===== config.mk =====
export PLATFORM = sky130hd
export DESIGN_NAME = zjh_scan_ctrl
export DESIGN_NICKNAME = d
export VERILOG_FILES = /design/src/rtl/zjh_scan_pkg.sv /design/src/rtl/zjh_seg7_dec.sv /design/src/rtl/zjh_scan_ctrl.sv
export SDC_FILE = /design/constraint.sdc
export NUM_CORES = 1
export LEC_CHECK = 0
export ABC_AREA = 1
export CAP_MARGIN = 5
export CORE_UTILIZATION = 60
export CTS_CLUSTER_SIZE = 8
export DETAILED_ROUTE_END_ITERATION = 10
export PLACE_DENSITY = 0.86
export SETUP_SLACK_MARGIN = 0.05
export SYNTH_ARGS = -nofsm -noshare
export SYNTH_HDL_FRONTEND = slang
export SYNTH_SLANG_ARGS = --single-unit

===== constraint.sdc =====
create_clock -name Clk -period 4.37 [get_ports Clk]
set_input_delay 1.311 -clock Clk [delete_from_list [all_inputs] [get_ports Clk]]
set_output_delay 1.311 -clock Clk [all_outputs]
set_load 0.01 [all_outputs]

===== src/rtl/zjh_scan_pkg.sv =====
// rtl/zjh_scan_pkg.sv - state encoding and 7-segment constants shared by the scan controller files
package zjh_scan_pkg;

    typedef enum logic [1:0] {
        IDLE  = 2'd0,
        BLANK = 2'd1,
        SHOW  = 2'd2
    } state_e;

    localparam logic [6:0] SEG_OFF = 7'b0000000;

    // Index is the nibble value; segment a sits in bit 6, g in bit 0.
    localparam logic [6:0] SEG_TABLE [16] = '{
        7'b1111110, 7'b0110000, 7'b1101101, 7'b1111001,
        7'b0110011, 7'b1011011, 7'b1011111, 7'b1110000,
        7'b1111111, 7'b1111011, 7'b1110111, 7'b0011111,
        7'b1001110, 7'b0111101, 7'b1001111, 7'b1000111
    };

endpackage


===== src/rtl/zjh_seg7_dec.sv =====
// rtl/zjh_seg7_dec.sv - combinational hex nibble to abcdefg segment decoder
module zjh_seg7_dec
    import zjh_scan_pkg::*;
(
    input  logic [3:0] nib_i,
    output logic [6:0] seg_o
);

    assign seg_o = SEG_TABLE[nib_i];

endmodule


===== src/rtl/zjh_scan_ctrl.sv =====
// rtl/zjh_scan_ctrl.sv - time-multiplexed 7-segment scan controller with frame-synchronous buffer commit
// Optional leading-zero suppression is enabled by defining ZJH_SCAN_LZ_BLANK_EN.
module zjh_scan_ctrl
    import zjh_scan_pkg::*;
#(
    parameter int DIGITS    = 4,
    parameter int PRESCALE  = 4,
    parameter int BLANK_CYC = 1
) (
    input  logic                Clk,
    input  logic                MR,
    input  logic                En,
    input  logic                Load,
    input  logic [4*DIGITS-1:0] Din,
    output logic [6:0]          Seg,
    output logic [DIGITS-1:0]   Dig,
    output logic                FrameDone,
    output logic                Busy
);

    localparam int MAXC = (PRESCALE > BLANK_CYC) ? PRESCALE : BLANK_CYC;
    localparam int CW   = $clog2(MAXC + 1);
    localparam int IW   = (DIGITS > 1) ? $clog2(DIGITS) : 1;

    localparam logic [CW-1:0] SHOW_LAST  = CW'(PRESCALE - 1);
    localparam logic [CW-1:0] BLANK_LAST = CW'((BLANK_CYC > 0) ? BLANK_CYC - 1 : 0);
    localparam logic [IW-1:0] IDX_LAST   = IW'(DIGITS - 1);

    state_e              state_q, state_d;
    logic [IW-1:0]       idx_q, idx_d;
    logic [CW-1:0]       cnt_q, cnt_d;
    logic                wrap;
    logic [4*DIGITS-1:0] active_q, active_d, pend_q, pend_d;
    logic                flag_q, flag_d;
    logic [6:0]          seg_q, dec_seg;
    logic [DIGITS-1:0]   dig_q, dig_d;
    logic                fd_q;
    logic [3:0]          nib;
    logic                suppress;
`ifdef ZJH_SCAN_LZ_BLANK_EN
    logic                lz_run;
`endif

    always_comb begin
        state_d = state_q;
        idx_d   = idx_q;
        cnt_d   = cnt_q;
        wrap    = 1'b0;
        case (state_q)
            IDLE: begin
                idx_d = '0;
                cnt_d = '0;
                if (En) state_d = (BLANK_CYC == 0) ? SHOW : BLANK;
            end
            BLANK: begin
                if (cnt_q == BLANK_LAST) begin
                    cnt_d   = '0;
                    state_d = SHOW;
                end else begin
                    cnt_d = cnt_q + 1'b1;
                end
            end
            SHOW: begin
                // En is only honoured here, so a lit digit always gets its full dwell.
                if (cnt_q == SHOW_LAST) begin
                    cnt_d = '0;
                    wrap  = (idx_q == IDX_LAST);
                    idx_d = (wrap || !En) ? '0 : idx_q + 1'b1;
                    if (!En)                 state_d = IDLE;
                    else if (BLANK_CYC == 0) state_d = SHOW;
                    else                     state_d = BLANK;
                end else begin
                    cnt_d = cnt_q + 1'b1;
                end
            end
            default: state_d = IDLE;
        endcase
    end

    always_comb begin
        pend_d   = pend_q;
        flag_d   = flag_q;
        active_d = active_q;
        if (Load) begin
            pend_d = Din;
            flag_d = 1'b1;
        end
        // A Load landing on a commit edge bypasses pending and goes live at once.
        if (wrap || state_q == IDLE) begin
            if (Load)        active_d = Din;
            else if (flag_q) active_d = pend_q;
            flag_d = 1'b0;
        end
    end

    always_comb begin
        nib   = 4'd0;
        dig_d = '0;
        for (int i = 0; i < DIGITS; i++) begin
            if (idx_d == IW'(i)) begin
                nib      = active_d[4*i +: 4];
                dig_d[i] = (state_d == SHOW);
            end
        end
    end

    always_comb begin
        suppress = 1'b0;
`ifdef ZJH_SCAN_LZ_BLANK_EN
        lz_run = 1'b1;
        for (int i = DIGITS - 1; i >= 1; i--) begin
            lz_run = lz_run && (active_d[4*i +: 4] == 4'd0);
            if (idx_d == IW'(i)) suppress = lz_run;
        end
`endif
    end

    zjh_seg7_dec u_dec (
        .nib_i (nib),
        .seg_o (dec_seg)
    );

    always_ff @(posedge Clk) begin
        if (!MR) begin
            state_q  <= IDLE;
            idx_q    <= '0;
            cnt_q    <= '0;
            active_q <= '0;
            pend_q   <= '0;
            flag_q   <= 1'b0;
            seg_q    <= SEG_OFF;
            dig_q    <= '0;
            fd_q     <= 1'b0;
        end else begin
            state_q  <= state_d;
            idx_q    <= idx_d;
            cnt_q    <= cnt_d;
            active_q <= active_d;
            pend_q   <= pend_d;
            flag_q   <= flag_d;
            seg_q    <= (state_d == SHOW && !suppress) ? dec_seg : SEG_OFF;
            dig_q    <= dig_d;
            fd_q     <= wrap;
        end
    end

    assign Seg       = seg_q;
    assign Dig       = dig_q;
    assign FrameDone = fd_q;
    assign Busy      = (state_q != IDLE);

endmodule


==> impl_metrics.py <==
metrics = {
    "finish": {
        "syn2layout_area_growth_pct": 15.4,
        "stdcell_count": 452,
        "antenna_cells": 0,
        "fin_nets": 436,
        "fill_cells": 349,
        "drive_above_1_share": 0.110,
    },
    "drt": {
        "via_count": 2341,
        "drc_errors": 0,
        "via_per_inst": 5.18,
        "postRouteAntennaNets": 0,
        "wirelength_um": 5340,
        "drtIter0Drc": 186,
        "drt-pass1-iter-count": 4,
        "wl_per_cell_um": 11.8,
    },
    "synth": {
        "synth_fp_nets": 405,
        "synth_top_area_share": 0.381,
        "synth_cell_types": 31,
        "syn_avg_cell_area_um2": 7.42,
        "yosysTopAreaCell": "dfxtp_1",
        "synth.area.top_cells": "dfxtp_1 38%, nand2_1 13%, ha_1 7.8%",
        "async_flop_share": 0,
        "syn_area_um2": 2730,
        "synth-edff-count": 0,
        "synth_most_common_cell": "nand2_1",
        "ys_dominant_reg_cell": "dfxtp_1",
        "ys_warn_count": 0,
        "yosys-top-cells-count": "97 x nand2_1, 52 x dfxtp_1, 40 x inv_1",
        "netlist_instances": 368,
        "synth_seq_area_share": 0.381,
        "ys_seq_elements": 52,
    },
    "global_routing": {
        "grt_pass1_vias": 2070,
        "grt_overflow": 0,
        "antenna_found_initial": 0,
        "grt_max_degree": 38,
        "track_usage": 0.233,
        "grt_pass1_wl_um": 9000,
    },
    "place": {
        "dp_cells": 444,
        "place_hpwl_um": 3980,
        "routabilityCongestion": 0.887,
        "port_buffers": 32,
    },
    "clocking": {
        "cts-root-buf": "clkbuf_8",
        "cts-buffers-inserted": 5,
        "post_cts_buffers": 0,
        "cts_resized": 0,
        "htree_levels": 2,
        "cts.sinks": 52,
        "insertion_delay_ns": 0.31,
        "cts_tree": "done",
        "clk_path_buf_depth": 2,
        "clk_pin_slew_worst_paths_ns": 0.09,
        "hold_buffers": 0,
    },
    "floorplanning": {
        "initial_core_util": 0.627,
        "coreArea_um2": 4350,
        "placementRows": 24,
        "die_x_um": 69.5,
        "io_pins": 33,
        "die_y_um": 69.5,
        "dieArea_um2": 4820,
    },
    "pwr": {
        "ir_drop_v": 0.000191,
        "power_density_nw_per_um2": 345,
        "seqPwrFrac": 0.477,
        "p_sw_frac": 0.315,
        "internal-power_mw": 0.745,
        "clock_power_share": 0.256,
        "p_leak_nw": 1.46,
        "p_switching_mw": 0.343,
        "total_power_mw": 1.09,
        "combPwrFrac": 0.267,
    },
    "timing": {
        "slew_headroom": 0.676,
        "clock.fmax_mhz": 270,
        "worst_pin_slew_ns": 0.484,
        "period_share": 0.846,
        "finalMaxSlewViolations": 0,
        "rsz0062_at_grt": "no",
        "tns_ns": 0,
        "final_hold_viol_count": 0,
        "final.min_clock_period_ns": 3.70,
        "setup_violations": 0,
        "skew_ns": 0.00538,
    },
    "critical_path": {
        "rr_startpoint": "state_q[0]",
        "worst_path_most_repeated_cell": "nand2_1",
        "crit_chain": "clkdlybuf4s50_1, buf_4, mux2i_1, o21ai_0, nand2_1, nand3_1, nor2_1, inv_1, ha_1, inv_1, nand2_1, nand3_1, nand2_1, nor2_1",
        "ff2ff_setup_slack_ns": 1.35,
        "cp_top_family": "buffers and inverters",
        "endpoint_kind": "register",
        "crit_path_max_incr_delay_ns": 0.65,
        "crit_fanout": 12,
        "cp.arrival_ns": 3.95,
        "start_kind": "input pin",
        "worst_ep_required_time_ns": 4.62,
        "cp_slowest_cell": "clkdlybuf4s50_1",
        "reg2reg_depth": 17,
        "critPathKind": "input pin to register",
        "crit_buf_inv": 4,
        "r2r-end": "Seg[3]",
    },
    "hold_path": {
        "hold_path.startpoint": "pend_q[2]",
        "hold-path-cell-count": 2,
        "holdPathEnd": "pend_q[2]",
        "hold_path.class": "register to register",
    },
    "flow_run": {
        "drv_cap": 0,
    },
    "run_status": {
        "outcome": "finished, final reports clean",
    },
}
-- cells in the final DEF (no fill, tap or decap) --
cell              n
a21oi_1          30
a22oi_2           1
a32oi_1           1
buf_4             2
clkbuf_1          2
clkbuf_8          6
clkdlybuf4s50_1  32
dfxtp_1          52
ha_1             17
inv_1            40
inv_2             5
mux2i_1           2
nand2_1          97
nand2_2          10
nand2_4           6
nand3_1          22
nand3_2           2
nand3_4           1
nand4_1           1
nand4_4           1
nor2_1           34
nor2_2            1
nor2_4            4
nor2_8            2
nor3_1            4
o211ai_1          1
o21ai_0          18
o21ai_1           2
o21ai_2           2
o31ai_1           1
or2_2             1
-- stage by stage --
step           worst slack (ns)  area [µm²]  hold WS, ns   util
2_1_floorplan              1.35        2730        0.440      -
3_3_place_gp              0.481        3060        0.451  0.703
3_5_place_dp              0.380        3060        0.460  0.703
4_1_cts                   0.696        3150        0.472  0.724
5_1_grt                   0.463        3150        0.490  0.724
6_report                  0.672        3150        0.472  0.724
-- cells by family after synthesis --
logic type,Yosys count,synth area share
and+or+nand+nor,186,0.335
adders and majority gates,17,0.0779
buffers and inverters,55,0.0871
muxes,2,0.00733
AOI/OAI and AO/OA,56,0.111
DFF,52,0.381
-- power by group through the flow --
stage	Sequential [mW]	Combinational, mW	Clock, mW
final	0.519	0.290	0.278
after global placement	0.530	0.281	0
after global routing	0.523	0.326	0.306
after CTS	0.520	0.291	0.283
after floorplan	0.531	0.214	0
after detailed placement	0.531	0.289	0
-- flip-flops by register name, indices dropped and copies added (netlist names) --
| name | flops |
|---|---|
| Dig | 4 |
| FrameDone | 1 |
| Seg | 7 |
| active_q | 16 |
| cnt_q | 3 |
| flag_q | 1 |
| idx_q | 2 |
| pend_q | 16 |
| state_q | 2 |
-- routing by layer --
metal	part of all wire	track usage	vias up
met5	0	0	-
met4	0.014	0.0794	0
met3	0.049	0.0596	7
met2	0.48	0.386	45
met1	0.46	0.294	1064
li1	-	-	1225
-- area by class of cell --
type | instances | area, µm² | share of cell area
Clock buffer | 8 | 90.1 | 0.0286
Tap cell | 52 | 65.1 | 0.0206
Timing Repair Buffer | 34 | 335 | 0.106
Sequential cell | 52 | 1040 | 0.330
Inverter | 45 | 169 | 0.0536
Multi-Input combinational cell | 261 | 1450 | 0.460
-- worst max-delay path by stage --
stage	depth (start not counted)	end	slack, ns	start
final	14	Seg[3]	0.67	Load
after global routing	14	Seg[1]	0.46	Load
after CTS	14	Seg[3]	0.70	Load
after detailed placement	14	Seg[3]	0.38	Load
after global placement	12	Seg[6]	0.48	Load
after floorplan	14	Seg[5]	1.35	Load
-- tightest hold or removal path, delay by kind of cell, from the launching register on --
family	cells	cell delay (ns)
simple gates	1	0.07
compound gates	1	0.06
flops	1	0.30
No activity file was read; power rests on OpenSTA's default activity.
